--- src/rtl/alu_hilo_sched_pkg.sv ---
// Shared op encodings, FSM state type and op-class helpers for the ALU issue controller.
package alu_hilo_sched_pkg;

    localparam int unsigned OpW   = 5;
    localparam int unsigned DataW = 32;

    localparam logic [OpW-1:0] ALUOP_NOP   = 5'd0;
    localparam logic [OpW-1:0] ALUOP_ADD   = 5'd1;
    localparam logic [OpW-1:0] ALUOP_ADDU  = 5'd2;
    localparam logic [OpW-1:0] ALUOP_SUB   = 5'd3;
    localparam logic [OpW-1:0] ALUOP_SUBU  = 5'd4;
    localparam logic [OpW-1:0] ALUOP_AND   = 5'd5;
    localparam logic [OpW-1:0] ALUOP_OR    = 5'd6;
    localparam logic [OpW-1:0] ALUOP_XOR   = 5'd7;
    localparam logic [OpW-1:0] ALUOP_NOR   = 5'd8;
    localparam logic [OpW-1:0] ALUOP_SLT   = 5'd9;
    localparam logic [OpW-1:0] ALUOP_SLTU  = 5'd10;
    localparam logic [OpW-1:0] ALUOP_SLL   = 5'd11;
    localparam logic [OpW-1:0] ALUOP_SRL   = 5'd12;
    localparam logic [OpW-1:0] ALUOP_SRA   = 5'd13;
    localparam logic [OpW-1:0] ALUOP_MULT  = 5'd14;
    localparam logic [OpW-1:0] ALUOP_MULTU = 5'd15;
    localparam logic [OpW-1:0] ALUOP_DIV   = 5'd16;
    localparam logic [OpW-1:0] ALUOP_DIVU  = 5'd17;
    localparam logic [OpW-1:0] ALUOP_LUI   = 5'd18;
    // HI/LO moves live in a range the ALU never decodes.
    localparam logic [OpW-1:0] ALUOP_MFHI  = 5'd24;
    localparam logic [OpW-1:0] ALUOP_MFLO  = 5'd25;
    localparam logic [OpW-1:0] ALUOP_MTHI  = 5'd26;
    localparam logic [OpW-1:0] ALUOP_MTLO  = 5'd27;

    typedef enum logic [1:0] {
        StIdle,
        StExec,
        StMdWait,
        StResp
    } state_e;

    function automatic logic is_mul(input logic [OpW-1:0] op);
        return (op == ALUOP_MULT) || (op == ALUOP_MULTU);
    endfunction

    function automatic logic is_div(input logic [OpW-1:0] op);
        return (op == ALUOP_DIV) || (op == ALUOP_DIVU);
    endfunction

    function automatic logic is_hilo_move(input logic [OpW-1:0] op);
        return (op == ALUOP_MFHI) || (op == ALUOP_MFLO) ||
               (op == ALUOP_MTHI) || (op == ALUOP_MTLO);
    endfunction

endpackage

--- src/rtl/alu_hilo_sched_if.sv ---
// Request/response handshake bundle between issue logic and the ALU issue controller.
interface alu_hilo_sched_if;
    import alu_hilo_sched_pkg::*;

    logic             req_valid;
    logic             req_ready;
    logic [OpW-1:0]   op;
    logic [DataW-1:0] src0;
    logic [DataW-1:0] src1;

    logic             res_valid;
    logic             res_ready;
    logic [DataW-1:0] res_data;
    logic             res_zero;

    modport master (
        output req_valid, op, src0, src1, res_ready,
        input  req_ready, res_valid, res_data, res_zero
    );

    modport slave (
        input  req_valid, op, src0, src1, res_ready,
        output req_ready, res_valid, res_data, res_zero
    );

endinterface

--- src/rtl/alu_hilo_sched_hilo_regfile.sv ---
// Architectural HI/LO register pair with independent write enables.
module alu_hilo_sched_hilo_regfile
    import alu_hilo_sched_pkg::*;
(
    input  logic             clk_i,
    input  logic             rst_i,
    input  logic             hi_we_i,
    input  logic             lo_we_i,
    input  logic [DataW-1:0] hi_wdata_i,
    input  logic [DataW-1:0] lo_wdata_i,
    output logic [DataW-1:0] hi_o,
    output logic [DataW-1:0] lo_o
);

    logic [DataW-1:0] hi_q, hi_d;
    logic [DataW-1:0] lo_q, lo_d;

    always_comb begin
        hi_d = hi_we_i ? hi_wdata_i : hi_q;
        lo_d = lo_we_i ? lo_wdata_i : lo_q;
    end

    always_ff @(posedge clk_i) begin
        if (rst_i) begin
            hi_q <= '0;
            lo_q <= '0;
        end else begin
            hi_q <= hi_d;
            lo_q <= lo_d;
        end
    end

    assign hi_o = hi_q;
    assign lo_o = lo_q;

endmodule

--- src/rtl/alu_hilo_sched.sv ---
// Issue controller in front of the combinational ALU: registers operands, owns HI/LO and
// stalls the requester for the modelled MULT/DIV latency.
module alu_hilo_sched
    import alu_hilo_sched_pkg::*;
#(
    parameter int unsigned MUL_LAT = 4,
    parameter int unsigned DIV_LAT = 8
) (
    input  logic             clk_i,
    input  logic             rst_i,
    alu_hilo_sched_if.slave  bus_io,
    output logic [OpW-1:0]   alu_ctrl_o,
    output logic [DataW-1:0] alu_src0_o,
    output logic [DataW-1:0] alu_src1_o,
    input  logic [63:0]      alu_result_i,
    input  logic             alu_zero_i,
    output logic [DataW-1:0] hi_o,
    output logic [DataW-1:0] lo_o,
    output logic             div0_o
);

    localparam int unsigned MaxLat = (MUL_LAT > DIV_LAT) ? MUL_LAT : DIV_LAT;
    localparam int unsigned CntW   = $clog2(MaxLat + 1);

    state_e           state_q;
    logic [OpW-1:0]   op_q;
    logic [OpW-1:0]   alu_ctrl_q;
    logic [DataW-1:0] alu_src0_q;
    logic [DataW-1:0] alu_src1_q;
    logic [CntW-1:0]  cnt_q;
    logic             req_ready_q;
    logic             res_valid_q;
    logic [DataW-1:0] res_data_q;
    logic             res_zero_q;
    logic             div0_q;

    logic             md_done;
    logic             div0_hit;
    logic             hi_we, lo_we;
    logic [DataW-1:0] hi_wdata, lo_wdata;
    logic [DataW-1:0] exec_data;
    logic [DataW-1:0] md_data;

    assign md_done  = (state_q == StMdWait) && (cnt_q == CntW'(1));
    assign div0_hit = is_div(op_q) && (alu_src1_q == '0);
    // A zero divisor leaves HI/LO alone, so the reported word is the old LO.
    assign md_data  = div0_hit ? lo_o : alu_result_i[DataW-1:0];

    always_comb begin
        exec_data = alu_result_i[DataW-1:0];
        case (op_q)
            ALUOP_MFHI:             exec_data = hi_o;
            ALUOP_MFLO:             exec_data = lo_o;
            ALUOP_MTHI, ALUOP_MTLO: exec_data = alu_src0_q;
            default:                exec_data = alu_result_i[DataW-1:0];
        endcase
    end

    always_comb begin
        hi_we    = 1'b0;
        lo_we    = 1'b0;
        hi_wdata = alu_result_i[63:32];
        lo_wdata = alu_result_i[DataW-1:0];
        if (state_q == StExec) begin
            if (op_q == ALUOP_MTHI) begin
                hi_we    = 1'b1;
                hi_wdata = alu_src0_q;
            end
            if (op_q == ALUOP_MTLO) begin
                lo_we    = 1'b1;
                lo_wdata = alu_src0_q;
            end
        end else if (md_done && !div0_hit) begin
            hi_we = 1'b1;
            lo_we = 1'b1;
        end
    end

    alu_hilo_sched_hilo_regfile u_hilo (
        .clk_i      (clk_i),
        .rst_i      (rst_i),
        .hi_we_i    (hi_we),
        .lo_we_i    (lo_we),
        .hi_wdata_i (hi_wdata),
        .lo_wdata_i (lo_wdata),
        .hi_o       (hi_o),
        .lo_o       (lo_o)
    );

    always_ff @(posedge clk_i) begin
        if (rst_i) begin
            state_q     <= StIdle;
            op_q        <= ALUOP_NOP;
            alu_ctrl_q  <= ALUOP_NOP;
            alu_src0_q  <= '0;
            alu_src1_q  <= '0;
            cnt_q       <= '0;
            req_ready_q <= 1'b1;
            res_valid_q <= 1'b0;
            res_data_q  <= '0;
            res_zero_q  <= 1'b0;
            div0_q      <= 1'b0;
        end else begin
            div0_q <= 1'b0;
            case (state_q)
                StIdle: begin
                    if (bus_io.req_valid) begin
                        op_q        <= bus_io.op;
                        alu_ctrl_q  <= is_hilo_move(bus_io.op) ? ALUOP_NOP : bus_io.op;
                        alu_src0_q  <= bus_io.src0;
                        alu_src1_q  <= bus_io.src1;
                        req_ready_q <= 1'b0;
                        if (is_mul(bus_io.op) || is_div(bus_io.op)) begin
                            cnt_q   <= is_div(bus_io.op) ? CntW'(DIV_LAT) : CntW'(MUL_LAT);
                            state_q <= StMdWait;
                        end else begin
                            state_q <= StExec;
                        end
                    end
                end
                StExec: begin
                    res_data_q  <= exec_data;
                    res_zero_q  <= alu_zero_i;
                    res_valid_q <= 1'b1;
                    state_q     <= StResp;
                end
                StMdWait: begin
                    if (md_done) begin
                        res_data_q  <= md_data;
                        res_zero_q  <= alu_zero_i;
                        res_valid_q <= 1'b1;
                        div0_q      <= div0_hit;
                        state_q     <= StResp;
                    end else begin
                        cnt_q <= cnt_q - 1'b1;
                    end
                end
                StResp: begin
                    if (bus_io.res_ready) begin
                        res_valid_q <= 1'b0;
                        req_ready_q <= 1'b1;
                        state_q     <= StIdle;
                    end
                end
                default: state_q <= StIdle;
            endcase
        end
    end

    assign bus_io.req_ready = req_ready_q;
    assign bus_io.res_valid = res_valid_q;
    assign bus_io.res_data  = res_data_q;
    assign bus_io.res_zero  = res_zero_q;
    assign alu_ctrl_o       = alu_ctrl_q;
    assign alu_src0_o       = alu_src0_q;
    assign alu_src1_o       = alu_src1_q;
    assign div0_o           = div0_q;

endmodule

--- src/flat_wrapper.sv ---
// flat-port wrapper written by rule: the top's interface ports become plain ports
module alu_hilo_sched_flat import alu_hilo_sched_pkg::*;
#(
    parameter int unsigned MUL_LAT = 4,
    parameter int unsigned DIV_LAT = 8
)
  (clk_i, rst_i, alu_ctrl_o, alu_src0_o, alu_src1_o, alu_result_i, alu_zero_i, hi_o, lo_o, div0_o, bus_io_req_valid, bus_io_op, bus_io_src0, bus_io_src1, bus_io_res_ready, bus_io_req_ready, bus_io_res_valid, bus_io_res_data, bus_io_res_zero);
  alu_hilo_sched_if bus_io_i ();
  input  logic clk_i;
  input  logic rst_i;
  output logic [OpW-1:0] alu_ctrl_o;
  output logic [DataW-1:0] alu_src0_o;
  output logic [DataW-1:0] alu_src1_o;
  input  logic [63:0] alu_result_i;
  input  logic alu_zero_i;
  output logic [DataW-1:0] hi_o;
  output logic [DataW-1:0] lo_o;
  output logic div0_o;
  input wire logic [$bits(bus_io_i.req_valid)-1:0] bus_io_req_valid;
  input wire logic [$bits(bus_io_i.op)-1:0] bus_io_op;
  input wire logic [$bits(bus_io_i.src0)-1:0] bus_io_src0;
  input wire logic [$bits(bus_io_i.src1)-1:0] bus_io_src1;
  input wire logic [$bits(bus_io_i.res_ready)-1:0] bus_io_res_ready;
  output wire logic [$bits(bus_io_i.req_ready)-1:0] bus_io_req_ready;
  output wire logic [$bits(bus_io_i.res_valid)-1:0] bus_io_res_valid;
  output wire logic [$bits(bus_io_i.res_data)-1:0] bus_io_res_data;
  output wire logic [$bits(bus_io_i.res_zero)-1:0] bus_io_res_zero;
  assign bus_io_i.req_valid = bus_io_req_valid;
  assign bus_io_i.op = bus_io_op;
  assign bus_io_i.src0 = bus_io_src0;
  assign bus_io_i.src1 = bus_io_src1;
  assign bus_io_i.res_ready = bus_io_res_ready;
  assign bus_io_req_ready = bus_io_i.req_ready;
  assign bus_io_res_valid = bus_io_i.res_valid;
  assign bus_io_res_data = bus_io_i.res_data;
  assign bus_io_res_zero = bus_io_i.res_zero;
  alu_hilo_sched #(.MUL_LAT(MUL_LAT), .DIV_LAT(DIV_LAT)) u_core (.clk_i(clk_i), .rst_i(rst_i), .bus_io(bus_io_i), .alu_ctrl_o(alu_ctrl_o), .alu_src0_o(alu_src0_o), .alu_src1_o(alu_src1_o), .alu_result_i(alu_result_i), .alu_zero_i(alu_zero_i), .hi_o(hi_o), .lo_o(lo_o), .div0_o(div0_o));
endmodule
--- config.mk ---
export PLATFORM = sky130hd
export DESIGN_NAME = alu_hilo_sched_flat
export DESIGN_NICKNAME = d
export VERILOG_FILES = /design/src/rtl/alu_hilo_sched_pkg.sv /design/src/rtl/alu_hilo_sched_if.sv /design/src/rtl/alu_hilo_sched_hilo_regfile.sv /design/src/rtl/alu_hilo_sched.sv /design/src/flat_wrapper.sv
export SDC_FILE = /design/constraint.sdc
export NUM_CORES = 1
export LEC_CHECK = 0
export ABC_AREA = 1
export CAP_MARGIN = 5
export CORE_AREA = 3 3 155 157
export CTS_BUF_LIST = sky130_fd_sc_hd__clkbuf_16
export DETAILED_ROUTE_END_ITERATION = 8
export DIE_AREA = 0 0 158 160
export HOLD_SLACK_MARGIN = 0.12
export PLACE_DENSITY = 0.87
export SLEW_MARGIN = 20
export SYNTH_ARGS = -nofsm -noshare
export SYNTH_HDL_FRONTEND = slang
export SYNTH_SLANG_ARGS = --single-unit
export TNS_END_PERCENT = 20
--- constraint.sdc ---
create_clock -name clk_i -period 1.6 [get_ports clk_i]
set_clock_uncertainty 0.1 [all_clocks]
set_input_delay 0.24 -clock clk_i [delete_from_list [all_inputs] [get_ports clk_i]]
set_output_delay 0.24 -clock clk_i [all_outputs]
set_load 0.01 [all_outputs]
=== Yosys cells after proc, flatten, opt, wreduce, memory -nomap -nowiden ===
Cells that the tools add are included.

* Register bits: 180
* Output and inout port bits: 169
* Logic and storage cells: 96

* $add $sub $neg: 1
* Equality and inequality tests: 23
* Multiplexer cells: 32
* Bitwise logic cells: 2
* Reductions and logical operators: 25

{| class="wikitable"
|+ Operator list
! cell !! number
|-
| 32-bit two-way mux || 6
|-
| 32-bit one-hot mux with 3 select lines || 1
|-
| 32-bit one-hot mux with 2 select lines || 1
|-
| 5-bit == test (second input constant) || 12
|-
| 32-bit logical NOT || 1
|-
| 4-bit two-way mux || 4
|-
| 5-bit by 4-bit == test with 1-bit output (second input constant) || 2
|-
| 1-bit two-way mux || 10
|-
| 3-bit AND reduction || 3
|-
| 2-bit two-way mux || 4
|-
| 2-bit one-hot mux with 4 select lines || 1
|-
| 4-bit one-hot mux with 2 select lines || 1
|-
| 1-bit logical OR || 7
|-
| 2-bit != test (second input constant) || 3
|-
| 2-bit nonzero test || 3
|-
| 5-bit two-way mux || 1
|-
| 2-bit == test (second input constant) || 2
|-
| 4-bit by 1-bit == test with 1-bit output (second input constant) || 1
|-
| 2-bit by 1-bit != test with 1-bit output (second input constant) || 2
|-
| 1-bit one-hot mux with 2 select lines || 2
|-
| 2-bit AND reduction || 2
|-
| 4-bit AND reduction || 1
|-
| 4-bit by 1-bit subtractor with 4-bit output (second input constant) || 1
|-
| 1-bit logical AND || 3
|-
| 8 further kinds || 9
|}

=== Depth between registers and ports, before layout ===
Gate-level depths: netlist (run 1).

* Word-level depth: 7
* Depth in mapped cells: 11
* Gate-level depth less buffers: 11

=== By module ===
A second synthesis (run 1) with hierarchy kept.

* Cell total of the unflattened synthesis: 1,503
* Area, all modules: 9,674.3 um^2

{| class="wikitable"
|+ Modules (own cells, without submodules)
! module !! times used !! cells each !! area each (um^2) !! seq. area each (um^2)
|-
| alu_hilo_sched || 1 || 1,098 || 7,000.5 || 2,322.2
|-
| alu_hilo_sched_hilo_regfile || 1 || 405 || 2,673.8 || 1,281.2
|}

=== Worst setup path before layout (run 1) ===
OpenSTA, ideal clock, no wires.

* Path kind: register -> register
* Start point: register u_core.state_q[0]
* End point: register u_core.res_data_q[13] (netlist: u_core.bus_io.res_data[13])
* Library setup time: 0.119 ns
* Arrival time: 1.525 ns
* Path slack: -0.145 ns
* Cell stages (with the launch flop): 9
* Buffers on the path: 3
* Cells stage by stage: dfxtp_1 inv_1 ha_1 clkbuf_1 clkbuf_1 clkbuf_1 a21oi_1 a21oi_1 a21oi_1

* Cells in the longest elaborated chain, start to end: 4
* Elaborated cells on any way between the ends: 7
* Those cells by class: 3 x eq/ne; 1 x mux; 3 x reduce/logical

{| class="wikitable"
|+ RTL lines
! what !! line !! RTL
|-
| start, declared || alu_hilo_sched.sv:25 || <nowiki>state_e state_q;</nowiki>
|-
| start signal, assigned || alu_hilo_sched.sv:92 || <nowiki>state_q <= StIdle;</nowiki>
|-
| start signal, assigned || alu_hilo_sched.sv:115 || <nowiki>state_q <= StMdWait;</nowiki>
|-
| start signal, assigned || alu_hilo_sched.sv:117 || <nowiki>state_q <= StExec;</nowiki>
|-
| 2-bit == test || alu_hilo_sched.sv:44, alu_hilo_sched.sv:105 ||
|-
| 1-bit logical AND || alu_hilo_sched.sv:44 || <nowiki>assign md_done = (state_q == StMdWait) && (cnt_q == CntW'(1));</nowiki>
|-
| 2-bit by 1-bit != test with 1-bit output (no line) || - ||
|-
| 2-bit AND reduction (no line) || - ||
|-
| end signal, assigned || alu_hilo_sched.sv:122 || <nowiki>res_data_q <= exec_data;</nowiki>
|-
| end signal, assigned || alu_hilo_sched.sv:129 || <nowiki>res_data_q <= md_data;</nowiki>
|-
| end, declared || alu_hilo_sched.sv:33 || <nowiki>logic [DataW-1:0] res_data_q;</nowiki>
|}

Several ways; a longest one is shown, not always the timed one.
A chain may end at the register's enable or synchronous reset.

=== Final worst setup path (run 1) ===
* Start point: register u_core.state_q[0]
* End point: register u_core.u_hilo.hi_q[20] (netlist: u_core.u_hilo.hi_o[20])

* Cells in the longest elaborated chain, start to end: 5
* Elaborated cells on any way between the ends: 7
* Those cells by class: 2 x eq/ne; 3 x mux; 2 x reduce/logical

{| class="wikitable"
|+ RTL lines
! what !! line !! RTL
|-
| 2-bit == test || alu_hilo_sched.sv:44 ||
|-
| 1-bit logical AND || alu_hilo_sched.sv:44 ||
|-
| 1-bit logical AND || alu_hilo_sched.sv:73 || <nowiki>end else if (md_done && !div0_hit) begin</nowiki>
|-
| 1-bit two-way mux || alu_hilo_sched.sv:73 ||
|-
| 1-bit two-way mux || alu_hilo_sched.sv:64 || <nowiki>if (state_q == StExec) begin</nowiki>
|-
| end signal, assigned || alu_hilo_sched_hilo_regfile.sv:28 || <nowiki>hi_q <= hi_d;</nowiki>
|-
| end, declared || alu_hilo_sched_hilo_regfile.sv:15 || <nowiki>logic [DataW-1:0] hi_q, hi_d;</nowiki>
|}

Several ways; a longest one is shown, not always the timed one.

==> summary.md, run 1 <==
| Metric | Value |
|---|---|
| Worst hold path endpoint | u_core.alu_src1_o[20] |
| Initial Util | 0.418 |
| Net count of the mapped netlist | 1628 |
| Growth of design area from synthesis to finish | 79.7% |
| Worst path arrival time | approximately 2.3 ns |
| Tightest Hold Check Type | in -> reg |
| Master of the slowest instance on the critical path | dfxtp_4 |
| Maximum Capacitance Violations | 0 |
| Routability cong. | 0.927 |
| Final Hold Vio Count | 0 |
| GRT Residual Overflow | 0 |
| Worst Path Required | 1.85 ns |
| Overall track demand over capacity in global routing | 0.298 |
| Fraction of the yosys area taken by sequential cells | 0.381 |
| Die width | 158 um |
| I/O pin cnt | between 300 and 400 |
| Period utilization | 1.25 |
| Die boundary height | 160 um |
| Area of combinational cells with multiple inputs | 5880 um2 |
| Avg Cell Area, Syn | 6.38 um2 |
| Sequential cell area in the final layout | around 3600 um2 |
| Highest achievable clock rate | about 0.5 GHz |
| Post-route design area | 17000 um2 |
| Initial DRC count | 1557 |
| Cell Chain, Critical Path | inv_4, ha_4, nand4_1, nor2_4, buf_12, nand2_8, buf_6, nand3_1, nand2_1, nor2_1 |
| Nature of the critical path endpoint | flip-flop |
| Maximum fanout along the worst path | 11 |
| Count of final setup violators | 101 |
| Placed Area | around 14000 um2 |
| Pwr Density | 1230 nW/um2 |
| Row count | 55 |
| Nets | 2028 |
| Clock-pin slew of the registers on the worst-case setup and hold paths | 0.08 ns |
| Final Power | around 0.021 W |
| Violated checks | setup timing |
| Maximum level of the CTS H-tree | 4 |
| Hold path depth | 3 |
| RSZ-0062 raised after global routing | true |
| Layout fillers | around 1500 |
| Routed wire per std cell | 21.6 um |
| Number of port buffers | 306 |
| Type of the setup path with the least slack | reg -> reg |
| Maximum number of pins on one net before global-route repair | 59 |
| Bufs on Longest Clock Path | 2 |
| Clock insertion delay at the later pin of the skew report | 0.43 ns |
| Share of cells above drive strength 1 | 0.254 |
| Root buf cell | clkbuf_16 |
| Slew Viols, Final | 0 |
| Core Footprint | 22600 um2 |
| Transition time at the pin with the least slew margin | 0.628 ns |
| Most used cells in the layout excluding fill and tap cells | nand2_1 (179), a21oi_1 (170), dfxtp_1 (165) |
| Number of different library cells in the post-synthesis netlist | 23 |
| Routed Wire Length | around 47 mm |
| Count of synthesis-stage warnings from yosys | 0 |
| Relative slew margins | 0.581 |
| Critical register-to-register path endpoint | u_core.u_hilo.hi_o[20] |
| Final antenna-violating net count | 0 |
| Hold slack | 0.323 ns |
| Number of clock buffers inserted by TritonCTS | 17 |
| R2r worst-path depth | 10 |
| Flip-flop and latch count after synthesis | 180 |
| Post-detailed-route via-to-cell ratio | 5.94 |
| VDD IR-drop max | 0.000919 V |
| Register-to-register setup slack | -0.39 ns |
| Wire length of the first global-routing pass | 60.4 mm |
| DRC violation count after routing | 0 |
| Routed via count | ~13000 |
| Post-synthesis instance area | 9470 um2 |
| Antenna violations before repair | 1 |
| Number of global-route vias before repair | 11602 |
| Worst Setup Slack, final | -0.392 ns |
| Final standard cell count with taps included and fillers excluded | roughly 2200 |
| Critical path's largest stage delay | approximately 0.37 ns |
| Most common library cell in the layout ignoring fill and taps | nand2_1 |
| Clock Sink Count | 180 |
| Nature of the critical path startpoint | flip-flop |
| Min-delay src | bus_io_src1[20] |
| Outcome | complete, but fails checks |
| P_leak | 9.23 nW |
| TritonCTS clock tree | built |
| Synth Instances | 1484 |
| Total Die Area | between 20000 and 30000 um2 |
| Critical R2R Launch | u_core.state_q[0] |
| Drt pass-1 iters | 7 |
| Detailed-placement wirelength estimate | 25.5 mm |
| Crit path time final | 1.99 ns |
| Number of cells after detailed placement | 2081 |
what timing repair did:
action,4_1_cts,5_1_grt
endpoints found under the hold margin,0,0
resized for setup,139,399
pin swaps,27,83
hold buffers,0,0
gates cloned,12,28
endpoints found under the setup margin,274,250
setup buffers,19,12
how the worst max path moves through the flow:
stage / start / endpoint / cells past startpoint
3_5_place_dp: bus_io_op[4] / u_core.cnt_q[1] / 8
4_1_cts: u_core.alu_src1_o[17] / u_core.bus_io.res_data[11] / 12
2_1_floorplan: u_core.state_q[1] / u_core.u_hilo.lo_o[0] / 10
5_1_grt: u_core.state_q[0] / u_core.u_hilo.hi_o[20] / 10
6_report: u_core.state_q[0] / u_core.u_hilo.hi_o[20] / 10
3_3_place_gp: bus_io_op[4] / u_core.cnt_q[1] / 8
synthesized netlist by cell type:
cell	number	area (um2)
nor2_4	1	11.3
dfxtp_1	180	3600
a31oi_1	1	6.26
nand3_1	203	1020
nor3_2	1	10.0
nand4_1	5	31.3
inv_1	148	556
nor2_2	2	12.5
buf_2	12	60.1
nor2_1	164	616
ha_1	6	75.1
a21oi_1	242	1210
buf_6	8	90.1
nand2_1	237	890
nor3_1	2	10.0
o21ba_2	1	10.0
or2_2	1	6.26
o211ai_1	1	7.51
buf_1	14	52.6
inv_2	1	3.75
buf_4	6	45.0
clkbuf_1	78	293
o21ai_0	170	851
through the flow:
| stage | util | setup WS (ns) | setup TNS (ns) |
|---|---|---|---|
| 2_1_floorplan | - | -0.0427 | -2.35 |
| 3_3_place_gp | 0.603 | -0.191 | -15.42 |
| 3_5_place_dp | 0.603 | -0.230 | -20.97 |
| 4_1_cts | 0.666 | -0.202 | -28.15 |
| 5_1_grt | 0.751 | -0.417 | -30.06 |
| 6_report | 0.751 | -0.392 | -23.42 |
cells by family after synthesis:
logic type / synth area share
adders and majority gates: 0.00793
DFF: 0.381
AOI/OAI and AO/OA: 0.220
and+or+nand+nor: 0.275
buffers and inverters: 0.116
sequential cells by signal (all words and copies together), names as in the netlist:
register,flops
u_core.state_q,2
u_core.bus_io.req_ready,1
u_core.bus_io.res_zero,1
u_core.alu_src1_o,32
u_core.cnt_q,4
u_core.alu_ctrl_o,5
u_core.div0_o,1
u_core.op_q,5
u_core.bus_io.res_data,32
u_core.bus_io.res_valid,1
u_core.alu_src0_o,32
u_core.u_hilo.lo_o,32
u_core.u_hilo.hi_o,32
power by group:
| part | internal (W) | leakage (nW) | switching (W) |
|---|---|---|---|
| combinational | 0.00429 | 7.45 | 0.00565 |
| sequential | 0.00553 | 1.48 | 0.000758 |
| clock | 0.00264 | 0.306 | 0.00203 |
routing by layer:
layer / track usage / vias to the layer above / routed length (um)
met3: 0.0762 / 295 / 5760
met1: 0.353 / 5911 / 16700
met5: 0 / - / 13
li1: - / 5703 / -
met4: 0.133 / 2 / 3240
met2: 0.504 / 1048 / 21500
final cells by class:
type | count | share of cell area
Multi-Input combinational cell | 1039 | 0.346
Tap cell | 285 | 0.0210
Clock inverter | 14 | 0.0116
Inverter | 149 | 0.0336
Clock buffer | 17 | 0.0250
Antenna cell | 1 | 0.000147
Sequential cell | 180 | 0.214
Timing Repair Buffer | 497 | 0.349
worst max-delay path, delay by kind of cell, from the launching register on:
family / cells / cell delay [ns]
fa+ha+maj: 1 / 0.13
buf+inv: 3 / 0.41
flops: 1 / 0.37
simple gates: 6 / 0.89
(Power assumes the default switching activity.)
==> run 2: changes to the inputs <==
CORE_AREA = 3 3 156 158   (was 3 3 155 157)
DIE_AREA = 0 0 159 161   (was 0 0 158 160)
SYNTH_HIERARCHICAL = 1   (was not set)
==> summary.md, run 2 <==
| Metric | Value |
|---|---|
| Final Power | 0.0195 W |
| Maximum fanout along the worst path | 10 |
| Post-Place Setup Slack | -0.272 ns |
| Most Frequent Cell on Critical Path | nor2_2 |
| Worst path arrival time | 2.16 ns |
| Period utilization | 1.22 |
| R2r worst-path depth | 9 |
| Net count of the mapped netlist | 1648 |
| Detailed-placement wirelength estimate | 25.6 mm |
| Crit path time final | 1.95 ns |
| Cell Chain, Critical Path | nor2_2, nand2_2, nor4_4, nand3_2, nand2_4, nand2_8, clkbuf_16, nor2_1, nor2_2 |
| Top Family by Delay on Critical Path | simple AND/OR/NAND/NOR gates |
| Clock insertion delay at the later pin of the skew report | 0.44 ns |
| Logic depth of the worst setup path including buffers | 9 |
| I/O pin cnt | 307 |
| Clock Sink Count | 180 |
| Most common library cell in the layout ignoring fill and taps | nand2_1 |
| Number of different library cells in the post-synthesis netlist | 33 |
| Routed via count | about 12000 |
| Critical register-to-register path endpoint | u_core/u_hilo/lo_o[2] |
| Post-CTS Hold Fix Bufs | 0 |
| Maximum number of pins on one net before global-route repair | 53 |
| Total Die Area | roughly 26000 um2 |
| Row count | 56 |
| Count of final setup violators | 102 |
| Nature of the critical path endpoint | flip-flop |
| Library cell with the largest summed area after synthesis | dfxtp_1 |
| Tightest Hold Check Type | in -> reg |
| VDD IR-drop max | around 0.00084 V |
| Routability cong. | 0.906 |
| Routed wire per std cell | 18.2 um |
| Count of synthesis-stage warnings from yosys | 6 |
| Bufs on Longest Clock Path | 2 |
| Number of enable flip-flop cells after synthesis | 0 |
| Initial DRC count | 1376 |
| Final antenna-violating net count | 0 |
| Slew Viols, Final | 0 |
| Drt pass-1 iters | 6 |
| Post-synthesis instance area | 9670 um2 |
| Type of the setup path with the least slack | reg -> reg |
| Share of cells above drive strength 1 | 0.179 |
| Maximum level of the CTS H-tree | 4 |
| P_leak | 7.90 nW |
| RSZ-0062 raised after global routing | true |
| Post-detailed-route via-to-cell ratio | ~5.4 |
| Outcome | complete, but fails checks |
| Most used standard cells in the synthesized netlist | nand2_1 (328), nor2_1 (222), inv_1 (181), dfxtp_1 (180), a21oi_1 (168) |
| Critical R2R Launch | u_core/alu_src1_o[19] |
| Synth Instances | approximately 1500 |
| Sum of buffers and inverters on the critical path | 1 |
| Root buf cell | clkbuf_16 |
| TritonCTS clock tree | built |
| Initial Util | 0.416 |
| Nets | 2014 |
| Growth of design area from synthesis to finish | 58.3% |
| Flip-flop and latch count after synthesis | 180 |
| Die width | 159 um |
| Launch point of the worst path | u_core/alu_src1_o[19] |
| Die boundary height | between 150 and 200 um |
| Highest achievable clock rate | a little over 0.5 GHz |
| DRC violation count after routing | 0 |
| Top-area cell type share of the netlist area | 0.372 |
| Maximum Capacitance Violations | 0 |
| Post-route design area | 15300 um2 |
| Cell types occupying the most area after synthesis | dfxtp_1 (37%), nand2_1 (13%), a21oi_1 (8.7%) |
| GRT Residual Overflow | 0 |
| Number of port buffers | 306 |
| Worst Path Required | around 1.8 ns |
| Transition time at the pin with the least slew margin | 0.309 ns |
| Synth async-reset ratio | 0 |
| Critical path's largest stage delay | 0.33 ns |
| Fraction of the yosys area taken by sequential cells | 0.372 |
| Capturing instance or port of the critical path | u_core/u_hilo/lo_o[2] |
| Avg Cell Area, Syn | 6.44 um2 |
| Clock-pin slew of the registers on the worst-case setup and hold paths | 0.08 ns |
| Master of the slowest instance on the critical path | dfxtp_2 |
| Core Footprint | 23300 um2 |
| Sequential cell area in the final layout | about 3600 um2 |
| Register-to-register setup slack | -0.35 ns |
| Nature of the critical path startpoint | flip-flop |
| Relative slew margins | 0.794 |
| Wire length of the first global-routing pass | ~58 mm |
| Number of global-route vias before repair | 11151 |
| Most used cells in the layout excluding fill and tap cells | nand2_1 (287), nor2_1 (194), inv_1 (178) |
| Number of clock buffers inserted by TritonCTS | 17 |
| Violated checks | setup timing |
| Final Hold Vio Count | 0 |
| Worst Setup Slack, final | -0.346 ns |
| Most instantiated flip-flop cell in the synthesis netlist | dfxtp_1 |
| Area of combinational cells with multiple inputs | 5200 um2 |
| Most instantiated library cell after synthesis | nand2_1 |
| Layout fillers | roughly 1900 |
| Pwr Density | 1280 nW/um2 |
| Placed Area | 13800 um2 |
| Overall track demand over capacity in global routing | 0.278 |
| Antenna violations before repair | 1 |
| Routed Wire Length | 40.0 mm |
run 2: layout make-up:
cell class | count | area share
antenna | 1 | 0.000163
clock buffer | 17 | 0.0278
clock inverter | 15 | 0.0117
inverter | 184 | 0.0451
multi-input combinational | 1039 | 0.339
sequential | 180 | 0.237
tap | 319 | 0.0261
timing repair buffer | 447 | 0.313
run 2: per-layer routing:
| layer | GRT usage | routed length (um) | vias up |
|---|---|---|---|
| met3 | 0.0734 | 4390 | 141 |
| met2 | 0.469 | 19100 | 822 |
| met5 | 0 | 0 | - |
| met4 | 0.133 | 1620 | 0 |
| met1 | 0.331 | 14900 | 5369 |
| li1 | - | - | 5487 |
run 2: worst register-to-register path, delay by kind of cell (launching register included):
family | cells | cell delay (ns)
buffers and inverters | 1 | 0.22
DFF | 1 | 0.33
and+or+nand+nor | 8 | 1.18
run 2: report_power, final:
part	total [W]	switching [W]	internal (W)
registers	0.00622	0.000684	0.00554
logic	0.00888	0.00494	0.00394
clock network	0.00444	0.00197	0.00247
total	0.0195	0.00759	0.0120
run 2: cell families (layout without fill, tap and decap cells):
kind of cell | after synthesis | in the layout | synth area share
other | 0 | 1 | 0
and+or+nand+nor | 681 | 681 | 0.299
xor gates and xnor gates | 1 | 1 | 0.000905
DFF | 180 | 180 | 0.372
adders and majority gates | 7 | 7 | 0.00905
AOI/OAI and AO/OA | 350 | 350 | 0.186
buffers and inverters | 284 | 663 | 0.133
run 2: how the worst min path moves through the flow:
stage	slack, ns	cells after the start	startpoint	end
4_1_cts	0.31	3	bus_io_src1[28]	u_core/alu_src1_o[28]
2_1_floorplan	0.28	2	bus_io_op[0]	u_core/op_q[0]
5_1_grt	0.34	3	bus_io_src0[16]	u_core/alu_src0_o[16]
6_report	0.32	3	bus_io_src1[9]	u_core/alu_src1_o[9]
3_3_place_gp	0.35	2	u_core/cnt_q[1]	u_core/cnt_q[1]
3_5_place_dp	0.36	2	u_core/alu_ctrl_o[1]	u_core/alu_ctrl_o[1]
run 2: what timing repair did:
item,CTS,global route
buffers inserted,1,6
pin swaps,15,42
gates cloned,3,10
setup endpoints to repair,275,185
resized for setup,142,179
run 2: stage by stage:
step / hold WS, ns / setup TNS, ns / utilization / instances
after global placement: 0.354 / -18.29 / 0.594 / 2150
after global routing: 0.336 / -31.79 / 0.658 / 2202
after detailed placement: 0.359 / -21.65 / 0.594 / 2150
final: 0.315 / -24.33 / 0.658 / 2202
after floorplan: 0.285 / -3.34 / - / 1503
after CTS: 0.314 / -21.22 / 0.625 / 2186
